==> config.mk <==
export PLATFORM = sky130hd
export DESIGN_NAME = alu_arbiter
export DESIGN_NICKNAME = d
export VERILOG_FILES = /design/src/rtl/alu_arbiter.sv
export SDC_FILE = /design/constraint.sdc
export NUM_CORES = 1
export LEC_CHECK = 0
export BUFFER_PORTS_ARGS = -buffer_cell sky130_fd_sc_hd__buf_2
export CAP_MARGIN = 30
export CORE_UTILIZATION = 35
export DETAILED_ROUTE_END_ITERATION = 10
export GPL_ROUTABILITY_DRIVEN = 1
export PLACE_DENSITY = 0.74
export REMOVE_ABC_BUFFERS = 1
export SYNTH_ARGS = -nofsm -noshare
export SYNTH_HDL_FRONTEND = slang
export SYNTH_SLANG_ARGS = --single-unit
==> constraint.sdc <==
create_clock -name clk -period 1.75 [get_ports clk]
set_input_delay 0.175 -clock clk [delete_from_list [all_inputs] [get_ports clk]]
set_output_delay 0.175 -clock clk [all_outputs]
set_load 0.005 [all_outputs]
==> src/rtl/alu_arbiter.sv <==
// alu_arbiter: round-robin sharing of one combinational ALU with optional per-requester lock
module alu_arbiter #(
  parameter int N_REQ        = 2,
  parameter int LOCK_TIMEOUT = 15
) (
  input  logic                 clk,
  input  logic                 rst_n,
  input  logic [N_REQ-1:0]     req_valid,
  output logic [N_REQ-1:0]     req_ready,
  input  logic [N_REQ-1:0]     req_lock,
  input  logic [3*N_REQ-1:0]   req_op,
  input  logic [N_REQ-1:0]     req_operand,
  input  logic [8*N_REQ-1:0]   req_r0,
  input  logic [8*N_REQ-1:0]   req_rx,
  input  logic [8*N_REQ-1:0]   req_imm,
  output logic [N_REQ-1:0]     rsp_valid,
  output logic [7:0]           rsp_data,
  output logic [2:0]           alu_operation,
  output logic                 alu_operand,
  output logic [7:0]           alu_r0,
  output logic [7:0]           alu_rx,
  output logic [7:0]           alu_imm,
  input  logic [7:0]           alu_result,
  output logic [1:0]           lock_owner,
  output logic                 locked
);
  typedef enum logic {IDLE, LOCKED} state_t;
  state_t           state_q, state_d;
  logic [1:0]       owner_q, owner_d, rr_q, rr_d, gi;
  logic [7:0]       cnt_q, cnt_d, rsp_data_q, rsp_data_d;
  logic [N_REQ-1:0] rsp_valid_q, rsp_valid_d, gnt;
  logic             any;
  logic [3:0]       v_p, l_p, o_p;
  logic [11:0]      op_p;
  logic [31:0]      r0_p, rx_p, imm_p;
  assign v_p   = 4'(req_valid);
  assign l_p   = 4'(req_lock);
  assign o_p   = 4'(req_operand);
  assign op_p  = 12'(req_op);
  assign r0_p  = 32'(req_r0);
  assign rx_p  = 32'(req_rx);
  assign imm_p = 32'(req_imm);
  // winner: the lock owner alone while locked, otherwise first valid requester after rr_q
  always_comb begin
    any = 1'b0;
    gi  = '0;
    if (state_q == LOCKED) begin
      any = v_p[owner_q];
      gi  = owner_q;
    end else begin
      for (int k = 1; k <= N_REQ; k++)
        if (!any && v_p[2'((int'(rr_q) + k) % N_REQ)]) begin
          any = 1'b1;
          gi  = 2'((int'(rr_q) + k) % N_REQ);
        end
    end
    gnt = any ? N_REQ'(1 << gi) : '0;
  end
  assign req_ready     = gnt;
  assign alu_operation = any ? op_p[3*gi +: 3] : 3'd0;
  assign alu_operand   = any ? o_p[gi] : 1'b0;
  assign alu_r0        = any ? r0_p[8*gi +: 8] : 8'd0;
  assign alu_rx        = any ? rx_p[8*gi +: 8] : 8'd0;
  assign alu_imm       = any ? imm_p[8*gi +: 8] : 8'd0;
  // capture the result of an accepted op and move the lock state machine
  always_comb begin
    state_d     = state_q;
    owner_d     = owner_q;
    rr_d        = rr_q;
    cnt_d       = cnt_q;
    rsp_data_d  = any ? alu_result : rsp_data_q;
    rsp_valid_d = gnt;
    if (any) rr_d = gi;
    if (state_q == IDLE) begin
      if (any && l_p[gi]) begin
        state_d = LOCKED;
        owner_d = gi;
        cnt_d   = '0;
      end
    end else if (any) begin
      cnt_d = '0;
      if (!l_p[gi]) state_d = IDLE;
    end else begin
      cnt_d = cnt_q + 8'd1;
      if (cnt_d == 8'(LOCK_TIMEOUT)) begin
        state_d = IDLE;
        cnt_d   = '0;
      end
    end
  end
  // state registers; rr_q starts on the last requester so requester 0 wins first
  always_ff @(posedge clk or negedge rst_n) begin
    if (!rst_n) begin
      state_q     <= IDLE;
      owner_q     <= '0;
      rr_q        <= 2'(N_REQ - 1);
      cnt_q       <= '0;
      rsp_data_q  <= '0;
      rsp_valid_q <= '0;
    end else begin
      state_q     <= state_d;
      owner_q     <= owner_d;
      rr_q        <= rr_d;
      cnt_q       <= cnt_d;
      rsp_data_q  <= rsp_data_d;
      rsp_valid_q <= rsp_valid_d;
    end
  end
  assign rsp_valid  = rsp_valid_q;
  assign rsp_data   = rsp_data_q;
  assign lock_owner = owner_q;
  assign locked     = state_q == LOCKED;
endmodule

==> results of run 1 <==
-- final cells by class --
| class | instances | area (sq um) |
|---|---|---|
| fillers | 347 | 1410 |
| repair buffers | 132 | 791 |
| well taps | 48 | 60.1 |
| clock inverters | 1 | 30.0 |
| clock buffers | 3 | 41.3 |
| multi-input cells | 101 | 801 |
| flip-flops and latches | 22 | 553 |
| inverters | 2 | 7.51 |
-- worst max path at each step --
stage	from	slack, ns	to	cells after the start
global route	cnt_q[0]	-0.13	cnt_q[3]	7
detailed placement	cnt_q[0]	0.03	cnt_q[3]	7
global placement	cnt_q[0]	0.08	cnt_q[3]	7
finish	locked	-0.07	alu_operation[0]	5
CTS	rr_q[0]	-0.06	alu_rx[4]	5
floorplan	rr_q[0]	-0.26	lock_owner[0]	5
-- critical path: stages (launching register included) --
cell and delay, ns:
dfrtp_2 0.45, and3b_1 0.19, o21a_4 0.25, buf_12 0.15
a22o_1 0.20, buf_2 0.13
-- through the flow --
step	setup slack (ns)	power (W)	std cells	utilization, %
3_3_place_gp	0.0761	0.00212	294	55.2
2_1_floorplan	-0.256	0.00145	125	-
3_5_place_dp	0.0347	0.00213	294	55.2
5_1_grt	-0.135	0.00312	309	61.9
6_report	-0.0697	0.00292	309	61.9
4_1_cts	-0.0633	0.00268	303	58.6
-- repair_timing --
action / CTS / global route
setup buffers: 4 / 2
hold buffers: 1 / 0
gates resized for setup: 2 / 10
gates cloned: 0 / 4
setup endpoints to repair: 28 / 33
pin swaps: 0 / 2
endpoints found under the hold margin: 21 / 0
-- metal layers --
| layer | track usage, % | wire length, um |
|---|---|---|
| met3 | 5.00 | 232 |
| met1 | 24.9 | 1910 |
| met4 | 3.33 | 21 |
| met5 | 0 | 0 |
| met2 | 38.9 | 2540 |
-- sequential cells by signal, indices dropped and copies added, names as in the netlist --
name	count
locked	1
rr_q	1
rsp_valid	2
lock_owner	2
rsp_data	8
cnt_q	8
-- synth_stat cells, types with 2 or more instances --
library cell / n
mux2_2: 8
nand3_1: 3
nor2b_1: 2
o211ai_1: 2
clkbuf_1: 3
inv_1: 2
nand2b_1: 4
nor2_1: 6
nor3_1: 3
o31ai_1: 2
a31oi_1: 2
a22o_1: 28
nand2_1: 7
dfrtp_1: 21
o21ai_0: 12
a21oi_1: 3
ha_1: 2
buf_2: 3
-- power by group through the flow --
stage          clock, W  sequential (W)  combinational, W
2_1_floorplan         0        0.000761          0.000687
3_3_place_gp          0        0.000745           0.00137
3_5_place_dp          0        0.000750           0.00138
4_1_cts        0.000486        0.000739           0.00146
5_1_grt        0.000513        0.000768           0.00184
6_report       0.000475        0.000749           0.00169
-- logic make-up after synthesis --
family	after synthesis
buf+inv	10
flops	22
compound gates	58
mux	10
fa+ha+maj	2
simple gates	30
xor+xnor	1
==> impl_metrics.toml, run 1 <==
[outcome]
status = "complete, but fails checks"
violations = "setup timing"

[setup_path]
critPathRequiredTime_ns = 1.57
critPathMaxFanout = 15
critical_path_class = "reg2out"
reg2reg_depth = 7
cp-start-kind = "register"
cp_data_arrival_time_ns = 1.64
r2r_slack_ns = -0.04
reg2reg_from = "cnt_q[0]"
reg2reg_to = "cnt_q[3]"
end_kind = "output port"

[sta]
min_period_ns = 1.82
setup_viol = 32
fin_crit_sh_pct = 104
tns_ns = -1.14
clock-skew-final_ns = 0.00204
slew_headroom_pct = 66.9
worst_pin_slew_ns = 0.497
hold-worst-slack_ns = 0.134
maxSlewViolCount = 0
fmax_ghz = 0.550
rsz0062_at_grt = "yes"
hold_viol_final = 0
layout_setup_ws_ns = -0.0697

[clocking]
clockRootBuffer = "clkbuf_8"
insertion_delay_ns = 0.26
cts_buffers = 3
cts.sinks = 22
clock_tree.buffer_depth = 2
clk_pin_slew_ns = 0.08
htree_levels = 1
cts_tree = "built"

[floorplan]
die_w_um = 64.3
ios = 113
rows = 22
core-area_sq_um = 3690
die-height_um = 64.3
die_area_sq_um = 4140
start_util_pct = 36.9

[yosys]
ys_seq_area_share_pct = 40.6
syn_inst = 133
synth_simple_gate_area_share_pct = 11.9
synth_top_family_by_area = "compound AO/OA/AOI/OAI gates"
synth-edff-count = 0
synthTopCellsByArea = "dfrtp_1, a22o_1, mux2_2, o21ai_0, dfstp_2"
yosys.area_share.xor_xnor_pct = 0.644
synth_compound_area_share_pct = 33.6
synth_area_sq_um = 1360
synth-adder-area-share_pct = 1.84
synth_cell_types = 38
synth_seq_cells = 22
async_flop_share_pct = 100
ys_warn_count = 0
syn_area_per_cell_sq_um = 10.2
synth_top_area_share_pct = 38.6
synth_mux_area_share_pct = 8.19
synth-main-ff-cell = "dfrtp_1"
yosys.area.top_type = "dfrtp_1"

[finish]
area_growth_pct = 67.9
drive_gt1_share_pct = 60.2
final_cell_area_sq_um = 2280
final_common_cell = "buf_2"
final_cell_mix = "buf_2, a22o_1, dfrtp_1, buf_4, o21ai_0"
final_nets = 334
antenna_cells = 0

[place]
gp_congestion = 0.796
placed_area_sq_um = 2040
port_buffers = 112
hpwl_um = 3320

[global_routing]
grt.total_usage_pct = 21.1
grt_antenna_before_repair = 0
grt_pass1_vias = 1494
grt_max_degree = 31
grt_pass1_wl_um = 6790
grt-ovfl-total = 0

[drt]
vias = 1569
drt-total-wl_um = 4700
route.detailed.drc = 0
ant_nets = 0
vias_per_cell = 5.08
wire_per_inst_um = 15.2
drt-initial-drc-count = 141
dr.pass1.iters = 4

[hold_path]
min_path_cells = 2
worstHoldEndpoint = "rsp_data[2]"
hp-start = "alu_result[2]"
hp-class = "in2reg"

[flow_run]
drv_cap = 0

[power_and_ir_drop]
p_clk_share_pct = 16.3
power_frac_seq_pct = 25.7
swShare_pct = 34.5
p_leak_nw = 1.20
p_switching_w = 0.00101
internal_power_w = 0.00191
power_density_nw_per_um2 = 1280
p_comb_share_pct = 58.0
peakVddDrop_mv = 0.571
Power figures use the tool's default switching activity.
==> run 2: changes to the inputs <==
--- a/config.mk
+++ b/config.mk
@@ -9,6 +9,7 @@
 export CAP_MARGIN = 30
-export CORE_UTILIZATION = 35
+export CORE_UTILIZATION = 38
 export DETAILED_ROUTE_END_ITERATION = 10
 export GPL_ROUTABILITY_DRIVEN = 1
-export PLACE_DENSITY = 0.74
+export MAX_ROUTING_LAYER = met4
+export PLACE_DENSITY = 0.76
 export REMOVE_ABC_BUFFERS = 1
==> constraint.sdc (replaced) <==
create_clock -name clk -period 2 [get_ports clk]
set_input_delay 0.2 -clock clk [delete_from_list [all_inputs] [get_ports clk]]
set_output_delay 0.2 -clock clk [all_outputs]
set_load 0.01 [all_outputs]
==> run 2 against run 1 <==
The run now ends clean; non-clock buffer count decreased by 11; clock power is 27% lower; routed wire length down 13%; core utilization rose by 0.88 points; setup slack improved by 0.15 ns; clock-buffer cell count stayed put; largest cell class unchanged.
==> impl_metrics.toml, run 2 (synthesis results as in run 1) <==
[outcome]
status = "completed"

[floorplan]
die-height_um = 61.8
ios = 113
core-area_sq_um = 3390
rows = 21
start_util_pct = 40.1
die_w_um = 61.8
die_area_sq_um = 3820

[finish]
area_growth_pct = 56.5
final_common_cell = "buf_2"
nFillCells = 290
drive_gt1_share_pct = 57.2
final_cell_mix = "buf_2, a22o_1, dfrtp_1, o21ai_0, mux2_2"
post-route-util_pct = 62.8
antenna_cells = 0
final_nets = 323

[sta]
maxSlewViolCount = 0
layout_setup_ws_ns = 0.0812
slew_headroom_pct = 67.5
fin_crit_sh_pct = 95.9
hold-worst-slack_ns = 0.104
setup_viol = 0
hold_viol_final = 0
clock-skew-final_ns = 0.00153
tns_ns = 0
worst_pin_slew_ns = 0.488
rsz0062_at_grt = "yes"
fmax_ghz = 0.521
min_period_ns = 1.92

[place]
gp_congestion = 0.809
port_buffers = 112
hpwl_um = 3180
place_ws_ns = 0.203

[clocking]
cts_tree = "built"
clockRootBuffer = "clkbuf_4"
cts_buffers = 3
cts.sinks = 22
clock_tree.buffer_depth = 2
clk_pin_slew_ns = 0.13
htree_levels = 1
insertion_delay_ns = 0.31

[drt]
vias_per_cell = 5.07
drt-initial-drc-count = 95
dr.pass1.iters = 4
vias = 1500
drt-total-wl_um = 4070
route.detailed.drc = 0
ant_nets = 0
wire_per_inst_um = 13.8

[setup_path]
max_stage_delay_ns = 0.56
cp_data_arrival_time_ns = 1.72
critPathTopFamily = "flip-flops"
critPathMaxFanout = 22
crit_chain = "a21oi_1, o21a_4, buf_12, a22o_1, buf_2"
slowest_stage = "dfstp_2"
end_kind = "output port"
critical_path_class = "reg2out"
cp-start-kind = "register"
critPathRequiredTime_ns = 1.80
worst-path-buf-inv = 2

[power_and_ir_drop]
internal_power_w = 0.00147
swShare_pct = 38.1
p_clk_share_pct = 14.6
power_w = 0.00238
p_leak_nw = 1.12
p_comb_share_pct = 57.6
peakVddDrop_mv = 0.554
power_density_nw_per_um2 = 1120
power_frac_seq_pct = 27.8
p_switching_w = 0.000905

[global_routing]
grt_antenna_before_repair = 0
grt_max_degree = 23
grt_pass1_vias = 1316
grt-ovfl-total = 0
grt.total_usage_pct = 21.0
grt_pass1_wl_um = 5790

[hold_path]
hp-class = "in2reg"

[flow_run]
drv_cap = 0
run 2: path summary, 6_finish.rpt:
check                               from     endpoint  slack [ns]  cells past startpoint
min reg2reg                      rr_q[0]      rr_q[0]        0.50                      2
max in group asynchronous          rst_n       locked        1.30                      2
min in group asynchronous          rst_n     cnt_q[4]        0.35                      2
max reg2reg                     cnt_q[0]     cnt_q[3]        0.20                      7
min                        alu_result[6]  rsp_data[6]        0.10                      2
max                              rr_q[0]    alu_r0[6]        0.08                      5
run 2: through the flow:
stage	cell area, sq um	cells
floorplan	1320	125
global placement	1990	288
detailed placement	1990	288
CTS	2060	293
global route	2130	296
finish	2130	296
run 2: layer usage:
| metal | share of wire, % | track usage [%] | vias up |
|---|---|---|---|
| li1 | - | - | 751 |
| met1 | 41 | 26.8 | 689 |
| met2 | 53 | 35.5 | 58 |
| met3 | 5.0 | 3.31 | 2 |
| met4 | 0.25 | 3.81 | 0 |
| met5 | 0 | - | - |
run 2: area by class of cell:
type / count / area (sq um) / share of cell area, %
Clock buffer: 3 / 22.5 / 1.06
Multi-Input combinational cell: 101 / 778 / 36.6
Tap cell: 46 / 57.6 / 2.70
Clock inverter: 1 / 30.0 / 1.41
Timing Repair Buffer: 121 / 677 / 31.8
Sequential cell: 22 / 556 / 26.1
Inverter: 2 / 7.51 / 0.353
run 2: repair_timing:
item,in CTS,in global routing
gates resized for setup,2,10
pin swaps,0,1
hold endpoints to repair,21,0
setup buffers,0,2
hold buffers,1,0
cloned,0,1
setup endpoints to repair,20,29
run 2: power groups by stage:
stage                     combinational [W]  clock, W  sequential (W)
final                               0.00137  0.000347        0.000660
after global routing                0.00150  0.000375        0.000681
after CTS                           0.00126  0.000351        0.000666
after detailed placement            0.00125         0        0.000673
after global placement              0.00125         0        0.000664
after floorplan                    0.000681         0        0.000699
run 2: worst reg2reg max path, cell delays in order (launching register included):
cell      delay [ns]
dfrtp_2         0.46
inv_1           0.07
ha_1            0.15
or4b_1          0.42
nor3_1          0.14
a31oi_1         0.11
o21bai_4        0.21
o211ai_1        0.12
==> run 3: changes to the inputs <==
Settings changed: CORE_MARGIN set to 2, PLACE_DENSITY 0.76 to unset, PLACE_DENSITY_LB_ADDON set to 0.05, RECOVER_POWER set to 25.
==> run 3 against run 2 <==
Core utilization is 2.8 points lower; routed wire length is 8.3% lower; worst hold slack better by 0.025 ns; largest power group unchanged.
==> impl_metrics.toml, run 3 (synthesis results as in run 1) <==
[outcome]
status = "completed"

[finish]
final_nets = 321
drive_gt1_share_pct = 55.2
final_common_cell = "buf_2"
final_cell_area_sq_um = 2030
area_growth_pct = 49.4
final_cell_mix = "buf_2, a22o_1, dfrtp_1, o21ai_0, mux2_2"
antenna_cells = 0

[floorplan]
core-area_sq_um = 3390
rows = 21
start_util_pct = 40.1
die_area_sq_um = 4070
die_w_um = 63.8
ios = 113
die-height_um = 63.8

[power_and_ir_drop]
power_density_nw_per_um2 = 1050
peakVddDrop_mv = 0.419
p_comb_share_pct = 57.6
p_switching_w = 0.000848
p_clk_share_pct = 11.3
power_frac_seq_pct = 31.1
p_leak_nw = 1.08
swShare_pct = 39.8
internal_power_w = 0.00128

[clocking]
cts_buffers = 3
postCtsSetupBuffers = 0
clockRootBuffer = "clkbuf_4"
clock_tree.buffer_depth = 2
htree_levels = 1
cts.sinks = 22
insertion_delay_ns = 0.31
cts_tree = "built"
clk_pin_slew_ns = 0.13

[setup_path]
cp-start-kind = "register"
critPathRequiredTime_ns = 1.80
critical_path_class = "reg2out"
end_kind = "output port"
cp_data_arrival_time_ns = 1.70
critPathMaxFanout = 16

[drt]
vias = 1502
route.detailed.drc = 0
wire_per_inst_um = 12.7
met2_length_um = 1970
met3_wirelength_um = 191
met1_length_um = 1540
route.top_layer_used = "met4"
vias_per_cell = 5.11
dr.pass1.iters = 4
ant_nets = 0
drt-initial-drc-count = 58
drt-total-wl_um = 3740

[sta]
min_period_ns = 1.90
maxSlewViolCount = 0
hold_viol_final = 0
fin_crit_sh_pct = 95.0
setup_viol = 0
clock-skew-final_ns = 0.0156
tns_ns = 0
slew_headroom_pct = 23.2
fmax_ghz = 0.526
rsz0062_at_grt = "yes"
worst_pin_slew_ns = 1.15

[global_routing]
grt_pass1_vias = 1542
grt-ovfl-total = 0
grt_pass1_wl_um = 6340
grt_antenna_before_repair = 0
grt.total_usage_pct = 19.3
grt_max_degree = 23

[hold_path]
hp-class = "in2reg"

[place]
gp_congestion = 0.819
hpwl_um = 3010
placed_area_sq_um = 1990
port_buffers = 112

[flow_run]
drv_cap = 0
run 3: final cells by class:
type,instances,area [sq um]
tap,46,57.6
sequential,22,553
fill,297,1360
timing repair buffer,119,614
clock buffer,4,36.3
inverter,2,7.51
multi-input combinational,101,763
run 3: worst max-delay path, stage by stage, from the launching register on:
cell      delay (ns)
dfstp_2         0.57
nand2b_1        0.12
o211a_1         0.19
buf_4           0.22
a22o_1          0.17
buf_2           0.13
run 3: per-stage QoR:
stage               cells  power [W]  util, %  setup WS [ns]  hold slack, ns
floorplan             125    0.00138        -        -0.0383         -0.0956
global placement      289    0.00188     58.6          0.294           0.179
finish                294    0.00213     59.9         0.0992           0.129
CTS                   294    0.00215     59.9         0.0705           0.114
global route          294    0.00231     59.9        -0.0368           0.100
detailed placement    289    0.00190     58.6          0.228           0.188
run 3: timing repair:
action | in CTS | in global routing
hold buffers | 1 | 0
setup endpoints to repair | 0 | 29
gates resized for setup | 0 | 2
hold endpoints to repair | 21 | 0
run 3: path summary, 6_finish.rpt:
kind / start / to / slack (ns) / cells past startpoint
setup / recovery: rr_q[0] / alu_r0[2] / 0.1 / 5
hold / removal: alu_result[3] / rsp_data[3] / 0.13 / 2
setup reg to reg: cnt_q[0] / cnt_q[2] / 0.16 / 7
hold reg to reg: rr_q[0] / rr_q[0] / 0.50 / 2
max in group asynchronous: rst_n / locked / 0.62 / 2
min in group asynchronous: rst_n / cnt_q[3] / 0.63 / 2
run 3: layer usage:
layer	vias up	GRT usage (%)
li1	744	-
met1	697	22.0
met2	59	34.8
met3	2	2.46
met4	0	6.52
met5	-	-
run 3: power groups by stage:
stage,sequential [W],combinational (W),clock [W]
after global placement,0.000660,0.00122,0
final,0.000662,0.00123,0.000241
after detailed placement,0.000670,0.00123,0
after CTS,0.000661,0.00124,0.000251
after global routing,0.000688,0.00135,0.000273
after floorplan,0.000699,0.000681,0
